$ cat src/rtl/rob_pkg.sv
// Shared sizing constants and the entry layout for the reorder buffer.
package rob_pkg;

  localparam int ROB_DEPTH  = 8;
  localparam int ROB_IX_W   = 3;
  localparam int REG_ADDR_W = 5;
  localparam int ROB_DATA_W = 32;
  localparam int ROB_CNT_W  = 4;

  typedef struct packed {
    logic                  valid;
    logic                  done;
    logic                  mispredict;
    logic [REG_ADDR_W-1:0] dest;
    logic [ROB_DATA_W-1:0] data;
  } rob_entry_t;

endpackage

$ cat src/rtl/reorder_buffer.sv
// Circular reorder buffer: in-order allocate, out-of-order writeback, in-order
// retire, with a full flush when a mispredicted branch reaches the head.
module reorder_buffer
  import rob_pkg::*;
#(
  parameter int ROB_DEPTH  = 8,
  parameter int DATA_WIDTH = 32
) (
  input  logic                                  clk_in,
  input  logic                                  rst_in,
  input  logic                                  alloc_valid_in,
  input  logic [REG_ADDR_W-1:0]                 alloc_dest_in,
  output logic                                  alloc_ready_out,
  output logic [ROB_IX_W-1:0]                   alloc_ix_out,
  input  logic                                  wb_valid_in,
  input  logic [ROB_IX_W-1:0]                   wb_ix_in,
  input  logic [DATA_WIDTH-1:0]                 wb_data_in,
  input  logic                                  wb_mispredict_in,
  output logic                                  commit_we_out,
  output logic [REG_ADDR_W-1:0]                 commit_addr_out,
  output logic [DATA_WIDTH-1:0]                 commit_data_out,
  output logic [ROB_IX_W-1:0]                   commit_ix_out,
  output logic                                  flush_out,
  output logic [ROB_DEPTH-1:0][REG_ADDR_W-1:0]  flush_addrs_out,
  input  logic [ROB_IX_W-1:0]                   rd_ix1_in,
  input  logic [ROB_IX_W-1:0]                   rd_ix2_in,
  output logic [DATA_WIDTH-1:0]                 rd_data1_out,
  output logic [DATA_WIDTH-1:0]                 rd_data2_out,
  output logic                                  rd_ready1_out,
  output logic                                  rd_ready2_out,
  output logic [ROB_CNT_W-1:0]                  count_out
);

  rob_entry_t           entries_q [ROB_DEPTH];
  rob_entry_t           entries_d [ROB_DEPTH];
  logic [ROB_IX_W-1:0]  head_q, head_d;
  logic [ROB_IX_W-1:0]  tail_q, tail_d;
  logic [ROB_CNT_W-1:0] count_q, count_d;

  logic commitValid;
  logic allocFire;

  // Retirement is purely combinational off the head; a full ROB stays full this cycle.
  assign commitValid     = entries_q[head_q].valid && entries_q[head_q].done;
  assign flush_out       = commitValid && entries_q[head_q].mispredict;
  assign alloc_ready_out = (count_q < ROB_CNT_W'(ROB_DEPTH)) && !flush_out;
  assign allocFire       = alloc_valid_in && alloc_ready_out;
  assign alloc_ix_out    = alloc_ready_out ? tail_q : '0;
  assign count_out       = count_q;

  always_comb begin
    commit_we_out   = 1'b0;
    commit_addr_out = '0;
    commit_data_out = '0;
    commit_ix_out   = '0;
    if (commitValid) begin
      commit_we_out   = (entries_q[head_q].dest != '0);
      commit_addr_out = entries_q[head_q].dest;
      commit_data_out = entries_q[head_q].data;
      commit_ix_out   = head_q;
    end
  end

  // Every valid entry other than the head is younger, since valid entries are contiguous.
  always_comb begin
    flush_addrs_out = '0;
    if (flush_out) begin
      for (int i = 0; i < ROB_DEPTH; i++) begin
        if (entries_q[i].valid && (head_q != ROB_IX_W'(i))) begin
          flush_addrs_out[i] = entries_q[i].dest;
        end
      end
    end
  end

  always_comb begin
    rd_ready1_out = entries_q[rd_ix1_in].valid && entries_q[rd_ix1_in].done;
    rd_data1_out  = entries_q[rd_ix1_in].data;
    rd_ready2_out = entries_q[rd_ix2_in].valid && entries_q[rd_ix2_in].done;
    rd_data2_out  = entries_q[rd_ix2_in].data;
    if (wb_valid_in && (wb_ix_in == rd_ix1_in)) begin
      rd_ready1_out = 1'b1;
      rd_data1_out  = wb_data_in;
    end
    if (wb_valid_in && (wb_ix_in == rd_ix2_in)) begin
      rd_ready2_out = 1'b1;
      rd_data2_out  = wb_data_in;
    end
  end

  always_comb begin
    entries_d = entries_q;
    head_d    = head_q;
    tail_d    = tail_q;
    count_d   = count_q;
    if (flush_out) begin
      for (int i = 0; i < ROB_DEPTH; i++) begin
        entries_d[i].valid      = 1'b0;
        entries_d[i].done       = 1'b0;
        entries_d[i].mispredict = 1'b0;
      end
      head_d  = '0;
      tail_d  = '0;
      count_d = '0;
    end else begin
      if (wb_valid_in && entries_q[wb_ix_in].valid) begin
        entries_d[wb_ix_in].done       = 1'b1;
        entries_d[wb_ix_in].data       = wb_data_in;
        entries_d[wb_ix_in].mispredict = wb_mispredict_in;
      end
      if (commitValid) begin
        entries_d[head_q].valid = 1'b0;
        entries_d[head_q].done  = 1'b0;
        head_d                  = head_q + 1'b1;
      end
      if (allocFire) begin
        entries_d[tail_q].valid      = 1'b1;
        entries_d[tail_q].done       = 1'b0;
        entries_d[tail_q].mispredict = 1'b0;
        entries_d[tail_q].dest       = alloc_dest_in;
        tail_d                       = tail_q + 1'b1;
      end
      count_d = count_q + ROB_CNT_W'(allocFire) - ROB_CNT_W'(commitValid);
    end
  end

  always_ff @(posedge clk_in) begin
    if (rst_in) begin
      for (int i = 0; i < ROB_DEPTH; i++) begin
        entries_q[i] <= '0;
      end
      head_q  <= '0;
      tail_q  <= '0;
      count_q <= '0;
    end else begin
      entries_q <= entries_d;
      head_q    <= head_d;
      tail_q    <= tail_d;
      count_q   <= count_d;
    end
  end

endmodule

$ cat config.mk
export PLATFORM = sky130hd
export DESIGN_NAME = reorder_buffer
export DESIGN_NICKNAME = d
export VERILOG_FILES = /design/src/rtl/rob_pkg.sv /design/src/rtl/reorder_buffer.sv
export SDC_FILE = /design/constraint.sdc
export NUM_CORES = 1
export LEC_CHECK = 0
export CORE_ASPECT_RATIO = 1.2
export CORE_MARGIN = 8
export CORE_UTILIZATION = 45
export CTS_BUF_LIST = sky130_fd_sc_hd__clkbuf_16
export DETAILED_ROUTE_END_ITERATION = 8
export HOLD_SLACK_MARGIN = 0.02
export PLACE_DENSITY = 0.66
export SLEW_MARGIN = 40
export SYNTH_ARGS = -nofsm -noshare
export SYNTH_HDL_FRONTEND = slang
export SYNTH_SLANG_ARGS = --single-unit
$ cat constraint.sdc
create_clock -name clk_in -period 4.2 [get_ports clk_in]
set_input_delay 0.84 -clock clk_in [delete_from_list [all_inputs] [get_ports clk_in]]
set_output_delay 0.84 -clock clk_in [all_outputs]
set_load 0.005 [all_outputs]
Word level (Yosys, flattened, before mapping)
Index checks and enable logic that the tools add are counted.
- bits in registers: 330
- input port bits: 51
- output and inout port bits: 156
- word-level logic and storage cells: 156
- $add $sub $neg: 4
- magnitude comparators: 9
- equal/unequal tests: 9
- mux-type cells: 62
- bitwise operators: 5
- reduce and logical (&&, ||, !) cells: 24
- operator list (operator ; number):
    $bwmux W320 ; 9
    $mux W320 ; 5
    $demux W40 S3 ; 9
    $bmux W40 S3 ; 4
    $mux W40 ; 11
    $mux W32 ; 4
    $mux W39 ; 3
    $mux W38 ; 2
    $mux W5 ; 9
    $mux W37 ; 1
    $ge A4 B4 Y1 const B ; 5
    $logic_and A1 B1 Y1 ; 20
    $not A3 Y4 ; 5
    $lt A4 B1 Y1 const B ; 3
    $ne A3 B3 Y1 const B ; 4
    $add A3 B1 Y3 const B ; 2
    $eq A3 B3 Y1 ; 2
    $mux W3 ; 2
    $ne A3 B2 Y1 const B ; 2
    $reduce_bool A5 Y1 ; 1
    $add A4 B1 Y4 ; 1
    $lt A4 B4 Y1 const B ; 1
    $sub A4 B1 Y4 ; 1
    $mux W1 ; 3
    other kinds (4) ; 4

Depth between registers and ports, before layout
Gate-level depths: netlist (run 1).
- word-level depth: 19
- depth in mapped cells: 17
- mapped depth without buffers: 12

Worst setup path after synthesis (run 1)
No wires, ideal clock.
- path kind: in2out
- start point: input rd_ix1_in[0]
- end point: output rd_data1_out[0]
- arrival: 2.499 ns
- data required time: 3.360 ns
- slack: 0.861 ns
- cell stages on the path: 6
- path buffers: 3
- path through: buf_2 > buf_1 > clkbuf_1 > mux4_2 > mux2i_1 > a21oi_1
- cells in the longest elaborated chain, start to end: 5
- elaborated cells on any way between the ends: 7
- classes of those cells: eq/ne: 1; mux: 4; bitwise: 1; reduce/logical: 1
- RTL lines (element ; RTL line ; text):
    start, declared ; reorder_buffer.sv:25 ; input logic [ROB_IX_W-1:0] rd_ix1_in,
    $not A3 Y4 (implied by the code) ; reorder_buffer.sv:78 ; rd_data1_out = entries_q[rd_ix1_in].data;
    $bmux W40 S3 ; reorder_buffer.sv:78 ;
    $mux W40 (implied by the code) (2 in series) ; reorder_buffer.sv:78 ;
    $mux W32 (*) ; reorder_buffer.sv:81 ; if (wb_valid_in && (wb_ix_in == rd_ix1_in)) begin
    end, declared ; reorder_buffer.sv:27 ; output logic [DATA_WIDTH-1:0] rd_data1_out,
Mark *: on every way between the ends. The rest lies on a longest branch, timed or not. The select of a mux whose other input is x is not followed.

Worst setup path after layout (run 1)
- start point: register head_q[1]
- end point: output commit_data_out[31]
- cells in the longest elaborated chain, start to end: 6
- RTL lines (element ; RTL line ; text):
    start, declared ; reorder_buffer.sv:36 ; logic [ROB_IX_W-1:0] head_q, head_d;
    start signal, assigned ; reorder_buffer.sv:132 ; head_q <= '0;
    start signal, assigned ; reorder_buffer.sv:137 ; head_q <= head_d;
    $not A3 Y4 (implied by the code) ; reorder_buffer.sv:44 ; assign commitValid = entries_q[head_q].valid && entries_q[head_q].done;
    $bmux W40 S3 ; reorder_buffer.sv:44 ;
    $mux W40 (implied by the code) (2 in series) ; reorder_buffer.sv:59 ; commit_data_out = entries_q[head_q].data;
    $logic_and A1 B1 Y1 ; reorder_buffer.sv:44 ;
    named net commitValid ; reorder_buffer.sv:40 ; logic commitValid;
    $mux W32 ; reorder_buffer.sv:56 ; if (commitValid) begin
    end, declared ; reorder_buffer.sv:21 ; output logic [DATA_WIDTH-1:0] commit_data_out,
The timed path passes the listed nets, and every way through them passes these cells. The select of a mux whose other input is x is not followed.

==> results.ini, run 1 <==
[status]
status = complete, no violations

[yosys]
yosysTopAreaCellShare_pct = 33.34
netlist_instances = 2009
syn_area_um2 = 19820
synth.distinct_cells = 55
synth_area_leader_cell = dfxtp_1
synth-edff-count = 0
ys.flop_type = dfxtp_1
synth.area.top_cells = dfxtp_1, mux2i_1, mux4_2, nor2_1, mux2_2
synth-seq-area-share_pct = 33.34
synth_fp_nets = 2072
yosys_warnings = 0
synth-async-reset-ratio_pct = 0
avgSynthCellArea_um2 = 9.864
ys_seq_elements = 330

[clock_network]
cts_buffers = 38
cts_max_level = 2
clk_pin_slew_ns = 0.06
clock_sinks = 330
clk_latency_ns = 0.55
cts_tree = done
hold_buffers = 0
cts_buffer_depth = 3
root_buffer = clkbuf_16

[worst_setup_path]
cp.arrival_ns = 3.30
worstSetupEndpointType = primary output
r2r_slack_ns = 0.86
path_max_fanout = 16
critPathCapture = commit_data_out[31]
r2r-start = head_q[1]$_SDFFE_PP0P_
criticalPathCategory = reg2out
cp-startpoint = head_q[1]$_SDFFE_PP0P_
worst_ep_required_time_ns = 3.36
start_kind = flop
reg2reg_to = count_out[2]$_SDFF_PP0_
ff2ff_path_depth = 14

[timing]
layout_min_cycle_time_ns = 4.141
maxSlewHeadroom_pct = 43.34
period_share_pct = 98.59
maxSlewViolCount = 0
setup_viol = 0
finalHoldViolations = 0
max_freq_mhz = 241.5
fin_tns_setup_ns = 0
skew_ns = 0.02420
holdWs_ns = 0.4792
worst_slew_pin_slew_ns = 0.8499

[min_path]
hp-class = reg2reg
hp-start = entries_q[233]$_SDFFE_PP0P_

[placement]
portBuffers = 206
dp.cells = 2617
dp_hpwl_um = 41940
gp_congestion = 0.9134
place_area_um2 = 22430

[pwr]
cellLeakagePower_nw = 10.54
power.density_nw_per_um2 = 306.1
peakVddDrop_mv = 0.3282
finalPower_mw = 7.274

[final_layout]
layoutNonFillerInstCount = 2690
fin_area_um2 = 23760
areaGrowthSynthToFinish_pct = 19.91
final_nets = 2164
drive_gt1_share_pct = 16.20

[grt]
grt_usage_pct = 25.14
grt_pass1_wl_um = 101700
grt_max_degree = 150
grt_pass1_vias = 16850
antenna_found_initial = 5
grt_overflow = 0

[routing]
vias_per_cell = 6.229
vias = 16760
wl_per_cell_um = 24.85
drtIter0Drc = 1470
dr.pass1.iters = 7
routed_wl_um = 66850
drc = 0
detail-route-antenna-nets = 0

[floorplan]
die_y_um = 245.9
coreArea_um2 = 43620
dieArea_um2 = 51040
num_rows = 84
start_util_pct = 45.44
die_w_um = 207.6
io_pins = 207

[run]
maxCapViolCount = 0

## per-stage QoR
step | worst slack [ns] | util [%]
floorplan | 0.8614 | -
global placement | 0.3783 | 51.33
detailed placement | 0.3680 | 51.42
CTS | 0.0001887 | 54.22
global route | -0.002099 | 54.48
finish | 0.05926 | 54.48
## cell usage after synthesis (18+ instances only)
master    count
a21oi_1      90
mux4_2      130
nand2_1      27
dfxtp_1     330
mux2i_1     386
inv_1        27
nor2_1      371
o22ai_1      37
mux2_2       60
a211oi_1     18
and2_1       19
o221ai_1     55
clkbuf_1    139
a221oi_1     25
buf_2        38
buf_1        41
nand2b_1     49
## report_power, final
| group | internal [mW] | switching [mW] | total [mW] |
|---|---|---|---|
| combinational | 0.360 | 0.448 | 0.808 |
| sequential | 3.17 | 0.0481 | 3.22 |
| clock | 1.90 | 1.35 | 3.25 |
| total | 5.43 | 1.84 | 7.27 |
## critical path, cell delays in order, from the launching register on
cell             delay, ns
dfxtp_4               0.40
buf_4                 0.24
o32ai_1               0.35
a211oi_2              0.11
or2_2                 0.38
buf_6                 0.20
inv_2                 0.23
and3_1                0.26
clkdlybuf4s50_1       0.56
## layout make-up
class | instances | area, um2
clock inverter | 28 | 193.9
timing repair buffer | 276 | 2814
inverter | 28 | 105.1
fill | 3812 | 19850
tap | 559 | 699.4
clock buffer | 40 | 1001
multi-input combinational | 1427 | 12330
sequential | 330 | 6618
antenna | 2 | 5.005
## flip-flops by register name (all words and copies together) (netlist names)
register,count
head_q,3
entries_q,320
count_out,4
tail_q,3
## worst min-delay path by stage
stage                                  endpoint  depth (start not counted)
finish              entries_q[233]$_SDFFE_PP0P_                          2
global route         entries_q[75]$_SDFFE_PP0P_                          2
CTS                 entries_q[272]$_SDFFE_PP0P_                          2
detailed placement  entries_q[272]$_SDFFE_PP0P_                          2
global placement    entries_q[234]$_SDFFE_PP0P_                          2
floorplan           entries_q[272]$_SDFFE_PP0P_                          2
## per-layer routing
layer,wire length (um),track usage [%],vias up
met4,2744,11.15,6
met2,32360,42.73,774
li1,-,-,7562
met3,5347,5.163,181
met1,26360,30.57,8232
met5,42,0,-
## placed cells by master (no fill, tap or decap), types with 10 or more instances in the layout
cell,Yosys,final
o21ai_0,16,14
o22ai_1,37,37
buf_4,2,50
o221ai_1,55,55
a21oi_1,90,90
and4b_1,10,10
mux2i_1,386,386
dfxtp_1,330,327
ha_1,11,11
and3_1,17,17
clkdlybuf4s50_1,0,198
clkbuf_16,0,41
mux2_2,60,60
nand2_1,27,26
and2_1,19,19
inv_1,27,39
a221oi_1,25,19
nor2_1,371,371
a211oi_1,18,15
nand2b_1,49,48
nand3_1,17,17
mux4_2,130,130
buf_12,0,15
## kinds of logic (layout without fill, tap and decap cells)
kind of cell / after synthesis / after routing / share of synthesized area (%)
other: 0 / 2 / 0
AO/OA/AOI/OAI: 286 / 286 / 10.20
buffers and inverters: 252 / 372 / 5.171
multiplexers: 577 / 577 / 37.79
adder cells (fa/ha/maj): 12 / 12 / 0.7955
AND/OR/NAND/NOR: 540 / 540 / 12.17
XOR/XNOR: 12 / 12 / 0.5304
flip-flops: 330 / 330 / 33.34
## repair_timing
| action | CTS | global route |
|---|---|---|
| pin swaps | 0 | 0 |
| setup buffers | 0 | 2 |
| gates resized for setup | 5 | 18 |
| setup endpoints to repair | 23 | 45 |
(Power assumes the default switching activity.)
==> run 2: changes to the inputs <==
--- a/config.mk
+++ b/config.mk
@@ -5,8 +5,9 @@
 export SDC_FILE = /design/constraint.sdc
 export NUM_CORES = 1
 export LEC_CHECK = 0
+export CAP_MARGIN = 20
 export CORE_ASPECT_RATIO = 1.2
-export CORE_MARGIN = 8
+export CORE_MARGIN = 2
 export CORE_UTILIZATION = 45
 export CTS_BUF_LIST = sky130_fd_sc_hd__clkbuf_16
 export DETAILED_ROUTE_END_ITERATION = 8
==> results.ini, run 2 (same netlist as run 1, synthesis figures left out) <==
[timing]
skew_ns = 0.01193  ; -0.01227 ns
layout_min_cycle_time_ns = 4.087  ; -0.05420 ns
finalHoldViolations = 0  ; unchanged
maxSlewViolCount = 0  ; unchanged
setup_viol = 0  ; unchanged
max_freq_mhz = 244.7  ; +1.3%
rsz0062_at_grt = no
worst_slew_pin_slew_ns = 0.7911  ; -0.05880 ns
fin_tns_setup_ns = 0  ; unchanged
maxSlewHeadroom_pct = 47.26  ; +3.9 points
period_share_pct = 97.30  ; -1.3 points

[routing]
vias_per_cell = 6.292  ; +1.0%
drtIter0Drc = 1310  ; -11%
dr.pass1.iters = 7  ; unchanged
detail-route-antenna-nets = 0  ; unchanged
drc = 0  ; unchanged
routed_wl_um = 65340  ; -2.3%
vias = 16850  ; +0.56%
wl_per_cell_um = 24.40  ; -1.8%

[grt]
met3_usage_pct = 5.350  ; +0.19 points
grt_max_degree = 132  ; -12%
grt_overflow = 0  ; unchanged
met2_usage_pct = 47.40  ; +4.7 points
grt_usage_pct = 27.87  ; +2.7 points
use_met1_pct = 33.70  ; +3.1 points
grt_pass1_wl_um = 98210  ; -3.4%
antenna_found_initial = 4  ; -1
grt_busiest_layer = met2
grt_pass1_vias = 16620  ; -1.3%

[run]
maxCapViolCount = 0  ; unchanged

[pwr]
power.density_nw_per_um2 = 308.4  ; +0.76%
internal-power_mw = 5.462  ; +0.61%
finalPower_mw = 7.308  ; +0.48%
switching_share_pct = 25.26  ; -0.10 points
combPwrFrac_pct = 11.1  ; about the same
share_seq_of_total_power_pct = 44.1  ; -0.2 points
p_clk_share_pct = 44.9  ; +0.3 points
cellLeakagePower_nw = 10.49  ; -0.43%
p_switching_mw = 1.846  ; about the same
peakVddDrop_mv = 0.2403  ; -27%

[min_path]
hp-class = reg2reg
hold_depth = 2  ; unchanged

[floorplan]
die_y_um = 233.9  ; -4.9%
coreArea_um2 = 43620  ; unchanged
dieArea_um2 = 45740  ; -10%
die_w_um = 195.6  ; -5.8%
num_rows = 84  ; unchanged
io_pins = 207  ; unchanged
start_util_pct = 45.44  ; unchanged

[placement]
dp_hpwl_um = 40320  ; -3.8%
gp_congestion = 0.9195  ; +0.67%
portBuffers = 206  ; unchanged

[worst_setup_path]
criticalPathCategory = reg2out
worstSetupEndpointType = primary output
start_kind = flop
ff2ff_path_depth = 12  ; -2
path_max_fanout = 25  ; +9
worst_ep_required_time_ns = 3.36  ; about the same
cp.arrival_ns = 3.25  ; -0.05 ns

[clock_network]
clk_pin_slew_ns = 0.06  ; about the same
cts_max_level = 2  ; unchanged
cts_buffer_depth = 3  ; unchanged
clock_sinks = 330  ; unchanged
root_buffer = clkbuf_16
cts_tree = done
cts_buffers = 38  ; unchanged
hold_buffers = 0  ; unchanged
clk_latency_ns = 0.54  ; about the same

[final_layout]
multi_input_area_um2 = 12300  ; -0.24%
drive_gt1_share_pct = 15.78  ; -0.43 points
largest_register = entries_q
largest_reg_flops = 320  ; unchanged
areaGrowthSynthToFinish_pct = 19.57
layout_common_cells = mux2i_1, nor2_1, dfxtp_1
fin_util_pct = 54.33  ; -0.15 points
fillerInstances = 3808  ; -0.10%
final_nets = 2155  ; -0.42%
register_area_um2 = 6618  ; unchanged
mostFrequentLayoutCell = mux2i_1

[status]
status = complete, no violations

[run 2: final timing paths]
check | slack [ns] | to | startpoint
max reg2reg | 0.89 | count_out[2]$_SDFF_PP0_ | head_q[0]$_SDFFE_PP0P_
min | 0.48 | entries_q[274]$_SDFFE_PP0P_ | entries_q[274]$_SDFFE_PP0P_
max | 0.11 | commit_data_out[3] | head_q[1]$_SDFFE_PP0P_
min reg2reg | 0.48 | entries_q[274]$_SDFFE_PP0P_ | entries_q[274]$_SDFFE_PP0P_
[run 2: power groups by stage]
stage / Combinational [mW] / Sequential, mW / Clock (mW)
floorplan: 0.487 / 3.28 / 0
global placement: 0.786 / 3.29 / 0
detailed placement: 0.798 / 3.29 / 0
CTS: 0.804 / 3.22 / 3.33
global route: 0.866 / 3.23 / 3.46
finish: 0.809 / 3.22 / 3.28
[run 2: through the flow]
| step | cell area (um2) | setup slack (ns) | hold slack (ns) | instances |
|---|---|---|---|---|
| final | 23700 | 0.1135 | 0.4801 | 2678 |
| after global routing | 23690 | 0.003211 | 0.5028 | 2677 |
| after CTS | 23640 | 0.009879 | 0.4817 | 2675 |
| after detailed placement | 22420 | 0.3129 | 0.4703 | 2609 |
| after global placement | 22410 | 0.3657 | 0.4634 | 2609 |
| after floorplan | 19820 | 0.8614 | 0.4523 | 2009 |
[run 2: worst max-delay path: stages (launching register included)]
cell and delay (ns):
dfxtp_4 0.41, inv_1 0.39, buf_4 0.54, o221ai_1 0.21, a221oi_1 0.55, clkdlybuf4s50_1 0.60
[run 2: repair_timing]
item                                    4_1_cts  5_1_grt
resized for setup                             2        8
setup buffers                                 1        0
gates cloned                                  0        0
endpoints found under the setup margin       63       37
[run 2: area by class of cell]
class	count	area share, %
Multi-Input combinational cell	1427	51.89
Timing Repair Buffer	267	11.66
Sequential cell	330	27.93
Inverter	28	0.4435
Clock buffer	41	4.330
Tap cell	559	2.952
Clock inverter	24	0.7762
Antenna cell	2	0.02112
[run 2: metal layers]
layer / vias up / wire length, um
met4: 6 / 3303
met2: 866 / 31310
met3: 220 / 5008
met5: - / 34
li1: 7535 / -
met1: 8222 / 25680
==> run 3: changes to the inputs <==
--- a/config.mk
+++ b/config.mk
@@ -8,11 +8,10 @@
 export CAP_MARGIN = 20
 export CORE_ASPECT_RATIO = 1.2
 export CORE_MARGIN = 2
-export CORE_UTILIZATION = 45
+export CORE_UTILIZATION = 40
 export CTS_BUF_LIST = sky130_fd_sc_hd__clkbuf_16
 export DETAILED_ROUTE_END_ITERATION = 8
-export HOLD_SLACK_MARGIN = 0.02
-export PLACE_DENSITY = 0.66
+export HOLD_SLACK_MARGIN = 0.12
 export SLEW_MARGIN = 40
 export SYNTH_ARGS = -nofsm -noshare
 export SYNTH_HDL_FRONTEND = slang
==> results.ini, run 3 (same netlist as run 1, synthesis figures left out) <==
[clock_network]
cts_buffers = 39  ; +2.6%
root_buffer = clkbuf_16
clock_sinks = 330  ; unchanged
clk_pin_slew_ns = 0.06  ; about the same
cts_max_level = 2  ; unchanged
cts_buffer_depth = 3  ; unchanged
hold_buffers = 0  ; unchanged
clk_latency_ns = 0.56  ; +0.02 ns
cts_tree = done

[timing]
maxSlewViolCount = 0  ; unchanged
setup_viol = 0  ; unchanged
period_share_pct = 97.55  ; +0.26 points
max_freq_mhz = 244.1  ; -0.26%
worst_slew_pin_slew_ns = 0.8843  ; +0.09320 ns
layout_min_cycle_time_ns = 4.097  ; +0.01072 ns
finalHoldViolations = 0  ; unchanged
maxSlewHeadroom_pct = 41.05  ; -6.2 points
skew_ns = 0.01523  ; +0.003298 ns

[final_layout]
mostFrequentLayoutCell = mux2i_1
fin_util_pct = 48.35  ; -6.0 points
areaGrowthSynthToFinish_pct = 19.82
fin_area_um2 = 23750  ; +0.21%
final_nets = 2154  ; -0.046%
largest_reg_flops = 320  ; unchanged
layoutNonFillerInstCount = 2750  ; +2.7%
layout_common_cells = mux2i_1, nor2_1, dfxtp_1
drive_gt1_share_pct = 16.15  ; +0.38 points
largest_register = entries_q
fillerInstances = 4528  ; +19%

[worst_setup_path]
path_cells = buf_6, mux2i_1, o32ai_2, a211oi_2, or2_2, buf_8, a221oi_1, buf_4, clkdlybuf4s50_1
cp_top_family = buffers and inverters
worstSetupEndpointType = primary output
critPathMaxStageDelay_ns = 0.45  ; -0.15 ns
criticalPathCategory = reg2out
r2r_slack_ns = 0.73  ; -0.16 ns
r2r-start = head_q[1]$_SDFFE_PP0P_
critPathBufInv = 4  ; +1
path_max_fanout = 31  ; +24%
start_kind = flop
cp-startpoint = head_q[1]$_SDFFE_PP0P_
worst_path_max_delay_cell = clkdlybuf4s50_1
cp.arrival_ns = 3.26  ; about the same
worst_ep_required_time_ns = 3.36  ; about the same

[floorplan]
dieArea_um2 = 51350  ; +12%
io_pins = 207  ; unchanged
die_w_um = 207.2  ; +5.9%
die_y_um = 247.8  ; +6.0%
coreArea_um2 = 49110  ; +13%
start_util_pct = 40.36  ; -5.1 points
num_rows = 89  ; +6.0%

[routing]
dr.pass1.iters = 5  ; -2
wl_met3_um = 4852  ; -3.1%
detail-route-antenna-nets = 0  ; unchanged
vias_per_cell = 6.078  ; -3.4%
routed_wl_um = 66940  ; +2.5%
drtIter0Drc = 1363  ; +4.0%
wl_met2_um = 31880  ; +1.8%
vias = 16710  ; -0.80%
drc = 0  ; unchanged
wl_met1_um = 27010  ; +5.2%
top_layer = met5
wl_per_cell_um = 24.34  ; -0.23%

[run]
maxCapViolCount = 0  ; unchanged

[placement]
portBuffers = 206  ; unchanged
dp.cells = 2687  ; +3.0%
dp_hpwl_um = 40370  ; +0.11%
gp_congestion = 0.8966  ; -2.5%
place_area_um2 = 22500  ; +0.39%

[pwr]
cellLeakagePower_nw = 10.46  ; -0.32%
power.density_nw_per_um2 = 298.9  ; -3.1%
finalPower_mw = 7.097  ; -2.9%
peakVddDrop_mv = 0.2652  ; +10%

[grt]
antenna_found_initial = 3  ; -1
grt_max_degree = 173  ; +31%
grt_pass1_wl_um = 101100  ; +3.0%
grt_pass1_vias = 16530  ; -0.57%
grt_usage_pct = 25.36  ; -2.5 points
grt_overflow = 0  ; unchanged

[min_path]
hp-class = reg2reg
hp-start = entries_q[236]$_SDFFE_PP0P_

[status]
status = complete, no violations

[run 3: final cells by class]
type	count	area, um2	area share (%)
Timing Repair Buffer	265	2748	11.57
Inverter	28	105.1	0.4426
Multi-Input combinational cell	1427	12370	52.11
Tap cell	637	797.0	3.357
Antenna cell	2	5.005	0.02108
Clock inverter	22	122.6	0.5164
Clock buffer	39	975.9	4.110
Sequential cell	330	6618	27.87
[run 3: power breakdown]
part           internal, mW  switching (mW)  total, mW  leakage [nW]
combinational         0.360           0.450      0.810          7.22
sequential             3.17          0.0471       3.22          2.66
clock                  1.73            1.34       3.07         0.581
total                  5.26            1.84       7.10          10.5
[run 3: final timing paths]
check | endpoint | depth (start not counted)
setup / recovery | commit_data_out[14] | 9
hold / removal | entries_q[236]$_SDFFE_PP0P_ | 2
setup reg to reg | count_out[2]$_SDFF_PP0_ | 15
hold reg to reg | entries_q[236]$_SDFFE_PP0P_ | 2
[run 3: per-layer routing]
layer / vias up / GRT usage [%]
met5: - / 0
met3: 198 / 4.302
li1: 7510 / -
met4: 2 / 12.92
met1: 8229 / 31.63
met2: 775 / 42.45
[run 3: worst min-delay path: stages, from the launching register on]
cell      delay (ns)
dfxtp_1         0.31
nand2b_1        0.06
mux2i_1         0.06
[run 3: what timing repair did]
| action | in CTS | in global routing |
|---|---|---|
| endpoints found under the setup margin | 45 | 39 |
| setup buffers | 0 | 0 |
| resized for setup | 13 | 15 |
[run 3: per-stage QoR]
stage | hold WS (ns) | setup slack [ns] | TNS [ns]
final | 0.4788 | 0.1027 | 0
after global routing | 0.4990 | -0.007140 | -0.01811
after CTS | 0.4847 | 0.001414 | 0
after detailed placement | 0.4749 | 0.3834 | 0
after global placement | 0.4643 | 0.3863 | 0
after floorplan | 0.4523 | 0.8614 | 0
